## src/rtl/branch_unit.sv

```systemverilog
// Next-PC source for the LEGv8 single-cycle core: decodes B/BL/BR/CBZ/CBNZ/B.cond,
// produces branch target and PC select, holds NZCV, and keeps saturating branch statistics.
module branch_unit #(
  parameter int unsigned ADDR_W = 64,
  parameter int unsigned CNT_W  = 32
) (
  input  logic              clk,
  input  logic              reset,
  input  logic              instr_valid,
  input  logic [31:0]       instr,
  input  logic [ADDR_W-1:0] pc,
  input  logic [ADDR_W-1:0] reg_data,
  input  logic [3:0]        alu_flags,
  input  logic              set_flags,
  output logic [ADDR_W-1:0] branch_target,
  output logic              pc_src,
  output logic              link_we,
  output logic [ADDR_W-1:0] link_data,
  output logic [3:0]        flags,
  output logic [CNT_W-1:0]  branch_count,
  output logic [CNT_W-1:0]  taken_count
);

  logic is_b, is_bl, is_cbz, is_cbnz, is_bcond, is_br, is_branch;
  logic taken, cond_ok;
  logic [ADDR_W-1:0] off26, off19, pc_plus4;
  logic n_f, z_f, c_f, v_f;

  assign is_b      = (instr[31:26] == 6'b000101);
  assign is_bl     = (instr[31:26] == 6'b100101);
  assign is_cbz    = (instr[31:24] == 8'b10110100);
  assign is_cbnz   = (instr[31:24] == 8'b10110101);
  assign is_bcond  = (instr[31:24] == 8'b01010100);
  assign is_br     = (instr[31:21] == 11'b11010110000);
  assign is_branch = is_b | is_bl | is_cbz | is_cbnz | is_bcond | is_br;

  assign off26    = {{(ADDR_W-28){instr[25]}}, instr[25:0], 2'b00};
  assign off19    = {{(ADDR_W-21){instr[23]}}, instr[23:5], 2'b00};
  assign pc_plus4 = pc + ADDR_W'(4);

  assign {n_f, z_f, c_f, v_f} = flags;

  always_comb begin
    cond_ok = 1'b0;
    case (instr[3:0])
      4'h0: cond_ok = z_f;
      4'h1: cond_ok = !z_f;
      4'h2: cond_ok = c_f;
      4'h3: cond_ok = !c_f;
      4'h4: cond_ok = n_f;
      4'h5: cond_ok = !n_f;
      4'h6: cond_ok = v_f;
      4'h7: cond_ok = !v_f;
      4'h8: cond_ok = c_f & !z_f;
      4'h9: cond_ok = !(c_f & !z_f);
      4'hA: cond_ok = (n_f == v_f);
      4'hB: cond_ok = (n_f != v_f);
      4'hC: cond_ok = !z_f & (n_f == v_f);
      4'hD: cond_ok = !(!z_f & (n_f == v_f));
      default: cond_ok = 1'b1;
    endcase
  end

  always_comb begin
    taken         = 1'b0;
    branch_target = pc_plus4;
    if (is_b || is_bl) begin
      taken         = 1'b1;
      branch_target = pc + off26;
    end else if (is_cbz) begin
      taken         = (reg_data == '0);
      branch_target = pc + off19;
    end else if (is_cbnz) begin
      taken         = (reg_data != '0);
      branch_target = pc + off19;
    end else if (is_bcond) begin
      taken         = cond_ok;
      branch_target = pc + off19;
    end else if (is_br) begin
      taken         = 1'b1;
      branch_target = reg_data;
    end
  end

  assign pc_src    = instr_valid & is_branch & taken;
  assign link_we   = instr_valid & is_bl;
  assign link_data = pc_plus4;

  // B.cond evaluates the registered flags, so a same-cycle set_flags never affects it.
  always_ff @(posedge clk) begin
    if (reset) begin
      flags <= '0;
    end else if (instr_valid && set_flags) begin
      flags <= alu_flags;
    end
  end

  always_ff @(posedge clk) begin
    if (reset) begin
      branch_count <= '0;
      taken_count  <= '0;
    end else if (instr_valid && is_branch) begin
      if (branch_count != '1) branch_count <= branch_count + CNT_W'(1);
      if (taken && (taken_count != '1)) taken_count <= taken_count + CNT_W'(1);
    end
  end

endmodule

```

## config.mk

```make
export PLATFORM = sky130hd
export DESIGN_NAME = branch_unit
export DESIGN_NICKNAME = d
export VERILOG_FILES = /design/src/rtl/branch_unit.sv
export SDC_FILE = /design/constraint.sdc
export NUM_CORES = 1
export LEC_CHECK = 0
export BUFFER_PORTS_ARGS = -buffer_cell sky130_fd_sc_hd__buf_2
export CAP_MARGIN = 20
export CORE_MARGIN = 3
export CORE_UTILIZATION = 30
export DETAILED_ROUTE_END_ITERATION = 7
export PLACE_DENSITY = 0.62
export SKIP_LAST_GASP = 1
export SYNTH_ARGS = -nofsm -noshare
export SYNTH_HDL_FRONTEND = slang
export SYNTH_SLANG_ARGS = --single-unit
```

## constraint.sdc

```tcl
create_clock -name clk -period 4.68 [get_ports clk]
set_input_delay 0.936 -clock clk [delete_from_list [all_inputs] [get_ports clk]]
set_output_delay 0.936 -clock clk [all_outputs]
set_load 0.05 [all_outputs]
```

Word level (Yosys, flattened, before mapping)
Cells that the tools add are included.
{ "totals": {"register_bits": 68, "input_bits": 168, "wordCells": 67} }
{ "classes": {"add_sub_neg": 5, "n_eq_ne": 23, "muxes": 11, "n_bitwise": 10, "n_reduce_logical": 15} }
{ "op_table": {"columns": ["operator", "n"], "rows": [
  ["$mux W64", 5],
  ["$add A64 B64 Y64", 2],
  ["$add A32 B1 Y32 const B", 2],
  ["$add A64 B3 Y64 const B", 1],
  ["$logic_not A64 Y1", 1],
  ["$ne A32 B32 Y1 const B", 2],
  ["$reduce_bool A64 Y1", 1],
  ["$eq A4 B4 Y1 const B", 6],
  ["$eq A4 B3 Y1 const B", 4],
  ["$eq A8 B8 Y1 const B", 2],
  ["$pmux W1 S14", 1],
  ["$eq A11 B11 Y1 const B", 1],
  ["$eq A4 B2 Y1 const B", 2],
  ["$eq A8 B7 Y1 const B", 1],
  ["$eq A6 B3 Y1 const B", 1],
  ["$eq A6 B6 Y1 const B", 1],
  ["$logic_not A1 Y1", 6],
  ["$and A1 B1 Y1", 5],
  ["$mux W1", 5],
  ["$or A1 B1 Y1", 5],
  ["$eq A4 B1 Y1 const B", 1],
  ["$logic_not A4 Y1", 1],
  ["$reduce_and A2 Y1", 2],
  ["$logic_and A1 B1 Y1", 3],
  ["3 further kinds", 3]
]} }

Longest topological paths before layout
Gate-level depths: netlist (run 1).
{ "logic_depth": {"ltp_word": 10, "depth_mapped": 13, "ltp_nobuf": 12} }

Worst setup path after synthesis (run 1)
Ideal clock, no wire load.
{ "synth_path": {"path_type": "input-to-output", "start": "in pc[14]", "end": "out branch_target[57]", "arrival_ns": 4.466, "slack_ns": -0.722, "cell_stages": 9, "path_buffers": 0, "path_cell_list": "nand4_1 -> nor4_1 -> nand4_1 -> nor2_1 -> nand2_1 -> xnor2_1 -> mux2_2 -> o22ai_1 -> nor3_1"} }
{ "synth_between": {"elab_chain_cells": 6, "word_cells_on_any_way": 8} }
{ "synth_rtl": {"columns": ["element", "line", "text"], "rows": [
  ["from (decl)", "11", "input logic [ADDR_W-1:0] pc,"],
  ["$add A64 B3 Y64", "39", "assign pc_plus4 = pc + ADDR_W'(4);"],
  ["net link_data[57]", "18", "output logic [ADDR_W-1:0] link_data,"],
  ["$mux W64", "79", "end else if (is_br) begin"],
  ["$mux W64", "76", "end else if (is_bcond) begin"],
  ["$mux W64", "73", "end else if (is_cbnz) begin"],
  ["$mux W64", "70", "end else if (is_cbz) begin"],
  ["$mux W64", "67", "if (is_b || is_bl) begin"],
  ["to (decl)", "15", "output logic [ADDR_W-1:0] branch_target,"]
]} }
The timed path passes the listed nets, and every way through them passes these cells.

Final worst setup path (run 1)
{ "layout_path": {"start": "in pc[9]", "end": "out branch_target[50]"} }
{ "layout_between": {"elab_chain_cells": 6, "word_cells_on_any_way": 8} }
{ "layout_rtl": {"columns": ["element", "line"], "rows": [
  ["$add A64 B3 Y64", "39"],
  ["$mux W64", "79"],
  ["$mux W64", "76"],
  ["$mux W64", "73"],
  ["$mux W64", "70"],
  ["$mux W64 *", "67"]
]} }
Mark *: on every way between the ends. The rest lies on a longest branch, timed or not.

==> reports/qor.txt, run 1 <==
Status - complete, but fails checks
Failing checks - setup timing
Commonest non-fill, non-tap cell in the layout - buf_4
Register area share after synthesis - 9.97%
DRT antenna net count - 0
CP top delay family - compound AO/OA/AOI/OAI gates
Maximum vdd drop - 0.199 mV
Initial Util - 30.6%
Inserted Clock Buffers - 9
Top_reg_cell synth - dfxtp_1
Fill count - 4,125
Hold path start - branch_count[20]
Worst endpoint data arrival time - 3.90 ns
Initial antenna violation count - 3
Total gr overflow - 0
Hold endpoint - branch_count[20]
Hold_buf cts - 0
Synth Cell Area - 13,700 sq um
Row cnt - 77
Root buf cell - clkbuf_16
Pre-CTS setup slack - -0.540 ns
Max_slew headroom - 50.3%
FMAX - 207 MHz
Via count - 19,700
MaxCap Viol Count - 0
Die width - 219 um
Sink Count - 68
Top Ports - 366
CP cell instances - buf_8 -> ha_4 -> nand2_4 -> a32oi_4 -> o311ai_2 -> buf_4 -> o311a_4 -> o21ai_4 -> a31oi_4 -> buf_6 -> o41ai_4 -> a221oi_2 -> buf_4 -> xor2_2 -> mux2i_4 -> buf_6
Most frequent cells in the layout - 589 x buf_4, 300 x buf_2, 234 x nor2_1, 170 x nand2_1, 129 x a21oi_1
#FFs+latches synth - 68
FF-to-FF Start - flags[3]
Hpwl dp - 59,100 um
Core area - 44,600 sq um
CP peak stage delay - 0.33 ns
Global-route usage over all layers - 28.7%
Lkg Pwr - 10.9 nW
Largest net degree at the start of global routing - 57
Power per cell area - 176 nW/um^2
HP Class - reg -> reg
Cell count after synthesis - 2,016
Setup CP Type - in -> out
Slowest stage cell on the critical path - o311a_4
Clock transition at the registers of the reported paths - 0.05 ns
Port-buffer cells - 365
Drt drc - 0
CTS tree - built
Placer Congestion - 1.02
Clock buffer depth - 2
Worst-margin pin slew - 0.746 ns
RSZ-0062 raised after global routing - yes
Clock period minus worst slack - 4.83 ns
Post-DR wirelength/cell - 21.2 um
Layout cells sized above 1 - 45.6%
Startpoint Class - input port
Flop2flop setup slack - 1.53 ns
Hold Violations, Final - 0
CP Capture Type - output port
Cell variety after synth - 87
H-Tree Depth - 3
Final worst-path setup slack - -0.153 ns
Pre-Repair DR Iteration Count - 6
Part of the cycle the worst path needs - 103%
Layout net count - 3,179
Drt via density - 5.64
Synthesis-to-layout area growth - 73.3%
Vias in the first global route - 19,300
Crit-path max FO - 4
Critical Path RT - 3.74 ns
First-pass GRT wire length - 109,000 um
Capture point of the worst reg-to-reg path - taken_count[28]
1st-iter DRT viols - 1,564
Syn avg cell area - 6.77 sq um
Post-layout util - 53.0%
Number of synthesized flops with an enable pin - 0
Worst-Skew Late Latency - 0.34 ns
Die area - 48,100 sq um
Final Setup Violations - 16
Synthesis Warnings - 0
Final WL - 74,000 um
Worst Path Buf+Inv - 5
FFs w/ async S/R, synth - 0%
Reg2reg path depth - 12
Final Max Slew Viols - 0
Clock Skew - 0.00698 ns
Syn_nets - 2,310
Hold path depth - 2
Die height - 219 um
tightest hold or removal path: cells and delay by family, from the launching register on:
family          cells  cell delay (ns)
flops               1             0.33
compound gates      2             0.14
kinds of logic (layout without fill, tap and decap cells):
group / after synthesis / in the layout / share of synthesized area, %
other cells: 0 / 2 / 0
flops: 68 / 68 / 9.97
mux: 19 / 19 / 1.40
buf+inv: 157 / 1031 / 4.48
xor+xnor: 222 / 222 / 14.2
compound gates: 587 / 587 / 28.1
simple gates: 837 / 837 / 30.2
fa+ha+maj: 126 / 126 / 11.7
through the flow:
| step | TNS [ns] | power (mW) | area [sq um] | hold slack [ns] | cells |
|---|---|---|---|---|---|
| floorplan | -0.183 | 1.89 | 14000 | 0.700 | 2016 |
| detailed placement | -11.85 | 2.99 | 20700 | 0.515 | 3414 |
| finish | -1.00 | 4.17 | 23700 | 0.526 | 3484 |
| global route | -3.32 | 4.37 | 23700 | 0.557 | 3483 |
| global placement | -10.62 | 2.98 | 20700 | 0.486 | 3414 |
| CTS | -1.43 | 3.95 | 22600 | 0.527 | 3463 |
flip-flops by register name, indices dropped and copies added (netlist names):
name / cells
branch_count: 32
taken_count: 32
flags: 4
cell usage after synthesis, types with 4 or more instances:
cell	count	area (sq um)
o21bai_1	20	150
ha_1	124	1550
o211a_1	5	50.1
o31a_1	5	43.8
nor3b_1	4	30.0
o22ai_1	7	43.8
xor2_1	115	1010
o31ai_1	5	37.5
and4_1	14	123
o311a_1	7	70.1
nand3b_1	9	67.6
a21boi_0	4	30.0
and2_1	12	75.1
dfxtp_1	68	1360
o21a_1	17	128
xnor2_1	107	937
a31oi_1	24	150
nor3_1	74	370
o21ai_1	4	20.0
nor4_1	27	169
nand2b_1	15	93.8
inv_1	42	158
o21ai_0	93	465
a41oi_1	6	52.6
clkbuf_1	102	383
o221ai_1	13	114
a221oi_1	10	87.6
and3_1	36	225
a31o_2	6	52.6
nand4_1	81	507
o211ai_1	17	128
a211o_1	7	61.3
a21o_1	85	638
nand3_1	76	380
or2_2	5	31.3
a21oi_1	191	956
nand2_1	178	668
mux2i_1	18	180
buf_1	6	22.5
nor2_1	250	938
nor2b_1	13	81.3
or3_1	24	150
a211oi_1	25	188
layout make-up:
class / count / area [sq um] / area share, %
Multi-Input combinational cell: 1791 / 13900 / 58.9
Timing Repair Buffer: 973 / 7140 / 30.2
Sequential cell: 68 / 1360 / 5.75
Tap cell: 592 / 741 / 3.13
Clock buffer: 10 / 239 / 1.01
Inverter: 42 / 158 / 0.666
Clock inverter: 6 / 86.3 / 0.365
Antenna cell: 2 / 5.00 / 0.0212
routing by layer:
metal  share of wire, %  vias up  wire length (um)  GRT usage (%)
met3                7.7      177              5680           3.93
met2                 46      896             34000           48.0
met4                4.2        4              3090           10.7
met1                 42     9401             31200           37.5
met5              0.028        -                21              0
li1                   -     9180                 -              -
report_power, final:
group	leakage [nW]	total [mW]	internal [mW]	switching [mW]
Clock	0.159	0.733	0.480	0.253
Sequential	0.548	0.584	0.581	0.00316
Combinational	10.2	2.85	1.27	1.59
Total	10.9	4.17	2.33	1.84
repair_timing:
item                                    4_1_cts  5_1_grt
setup buffers                                35       24
hold endpoints to repair                      0        0
endpoints found under the setup margin       44       44
resized for setup                           252      212
pin swaps                                   104      148
worst max path at each step:
| stage | start | endpoint | slack [ns] | cells past startpoint |
|---|---|---|---|---|
| final | pc[9] | branch_target[50] | -0.15 | 16 |
| after global routing | pc[5] | branch_target[61] | -0.26 | 16 |
| after CTS | pc[2] | branch_target[60] | -0.18 | 15 |
| after detailed placement | pc[2] | branch_target[50] | -0.54 | 16 |
| after global placement | pc[2] | branch_target[50] | -0.50 | 16 |
| after floorplan | pc[14] | branch_target[26] | -0.17 | 8 |
Note: power is estimated with default switching activity, not from simulation.
==> run 2, diff against run 1 <==
--- a/config.mk
+++ b/config.mk
@@ -10,7 +10,7 @@
 export CORE_MARGIN = 3
 export CORE_UTILIZATION = 30
 export DETAILED_ROUTE_END_ITERATION = 7
-export PLACE_DENSITY = 0.62
+export PLACE_DENSITY = 0.49
 export SKIP_LAST_GASP = 1
 export SYNTH_ARGS = -nofsm -noshare
 export SYNTH_HDL_FRONTEND = slang
==> reports/qor.txt, run 2 (synthesis results as in run 1) <==
Top Ports - 366
Fin Hold WS - 0.508 ns
Final WL - 74,000 um
Clock period minus worst slack - 4.91 ns
Final Instance Area - 24,300 sq um
Final Setup Violations - 25
Commonest non-fill, non-tap cell in the layout - buf_4
Initial Util - 30.6%
Sink Count - 68
Die area - 48,100 sq um
Drt drc - 0
Synthesis-to-layout area growth - 77.7%
Status - complete, but fails checks
Startpoint Class - input port
H-Tree Depth - 3
Clock Skew - 0.00760 ns
Most frequent cells in the layout - 610 x buf_4, 307 x buf_2, 240 x nor2_1, 171 x nand2_1, 125 x a21oi_1
Final worst-path setup slack - -0.231 ns
FMAX - 204 MHz
Port-buffer cells - 365
Largest net degree at the start of global routing - 53
Maximum vdd drop - 0.153 mV
Hold Violations, Final - 0
Vias in the first global route - 19,100
Final Power - 4.23 mW
Worst-margin pin slew - 0.813 ns
Finished Layout Cells - 3,525
Core area - 44,600 sq um
Total gr overflow - 0
Hpwl dp - 60,000 um
CP Capture Type - output port
Post-layout util - 54.4%
Pre-Repair DR Iteration Count - 5
Die height - 219 um
Critical Path RT - 3.74 ns
CTS tree - built
Part of the cycle the worst path needs - 105%
Setup CP Type - in -> out
Row cnt - 77
Final Max Slew Viols - 0
Drt via density - 5.50
Crit-path max FO - 2
Layout net count - 3,222
Clock transition at the registers of the reported paths - 0.06 ns
MaxCap Viol Count - 0
First-pass GRT wire length - 111,000 um
Die width - 219 um
Power per cell area - 174 nW/um^2
RSZ-0062 raised after global routing - yes
Post-DR wirelength/cell - 21.0 um
HP Class - reg -> reg
Cells after DPL - 3,455
Hold_buf cts - 0
DRT antenna net count - 0
Ant. Diodes - 0
Post-Place Cell Area - 21,000 sq um
Worst-Skew Late Latency - 0.33 ns
Failing checks - setup timing
Max_slew headroom - 45.8%
Placer Congestion - 0.941
Inserted Clock Buffers - 9
Initial antenna violation count - 1
Largest registers - branch_count x32, taken_count x32, flags x4
Layout cells sized above 1 - 47.0%
Clock buffer depth - 2
Via count - 19,400
Lkg Pwr - 11.2 nW
Global-route usage over all layers - 29.3%
1st-iter DRT viols - 1,465
Worst endpoint data arrival time - 3.97 ns
Root buf cell - clkbuf_16
[run 2: cell types whose count changed in the layout (fill, tap and decap cells not counted), sizes merged]
cell / delta
bufbuf: +1
bufinv: -1
diode: -2
clkbuf: -4
buf: +46
clkinvlp: +1
[run 2: per-stage QoR]
step,setup WS [ns],setup TNS (ns)
2_1_floorplan,-0.166,-0.183
3_3_place_gp,-0.661,-17.28
3_5_place_dp,-0.667,-17.44
4_1_cts,-0.314,-2.44
5_1_grt,-0.334,-5.39
6_report,-0.231,-3.02
[run 2: final cells by class]
| cell class | count | area [sq um] |
|---|---|---|
| well taps | 592 | 741 |
| inverters | 42 | 158 |
| fillers | 4361 | 20300 |
| multi-input cells | 1791 | 14200 |
| clock inverters | 6 | 63.8 |
| flip-flops and latches | 68 | 1360 |
| repair buffers | 1016 | 7520 |
| clock buffers | 10 | 229 |
[run 2: routing by layer]
layer	global-route usage (%)	routed length [um]	vias to the layer above
met4	8.01	2230	2
met2	50.4	34900	729
li1	-	-	9253
met5	0	11	-
met3	3.43	4550	122
met1	38.5	32200	9286
[run 2: power breakdown]
group / leakage [nW] / switching (mW) / internal, mW
clock network: 0.139 / 0.253 / 0.412
registers: 0.548 / 0.00320 / 0.581
logic: 10.5 / 1.64 / 1.35
[run 2: path summary, 6_finish.rpt]
| kind | startpoint | endpoint | slack [ns] | cells past startpoint |
|---|---|---|---|---|
| setup / recovery | pc[2] | branch_target[62] | -0.23 | 16 |
| hold / removal | branch_count[10] | branch_count[10] | 0.51 | 2 |
| setup reg to reg | taken_count[9] | taken_count[15] | 1.87 | 11 |
| hold reg to reg | branch_count[10] | branch_count[10] | 0.51 | 2 |
[run 2: critical path, cell delays in order]
cell	delay, ns
buf_8	0.10
ha_4	0.16
fa_2	0.36
a21oi_4	0.20
o22ai_4	0.10
o311ai_4	0.32
o311a_4	0.24
o21ai_4	0.08
a31oi_4	0.24
o41ai_4	0.11
buf_4	0.17
a221oi_4	0.39
buf_4	0.18
nand2b_1	0.10
nand3_2	0.09
buf_8	0.16
[run 2: what timing repair did]
action | 4_1_cts | 5_1_grt
pin swaps | 131 | 103
resized for setup | 334 | 175
cloned | 1 | 0
buffers inserted | 41 | 27
setup endpoints to repair | 59 | 50
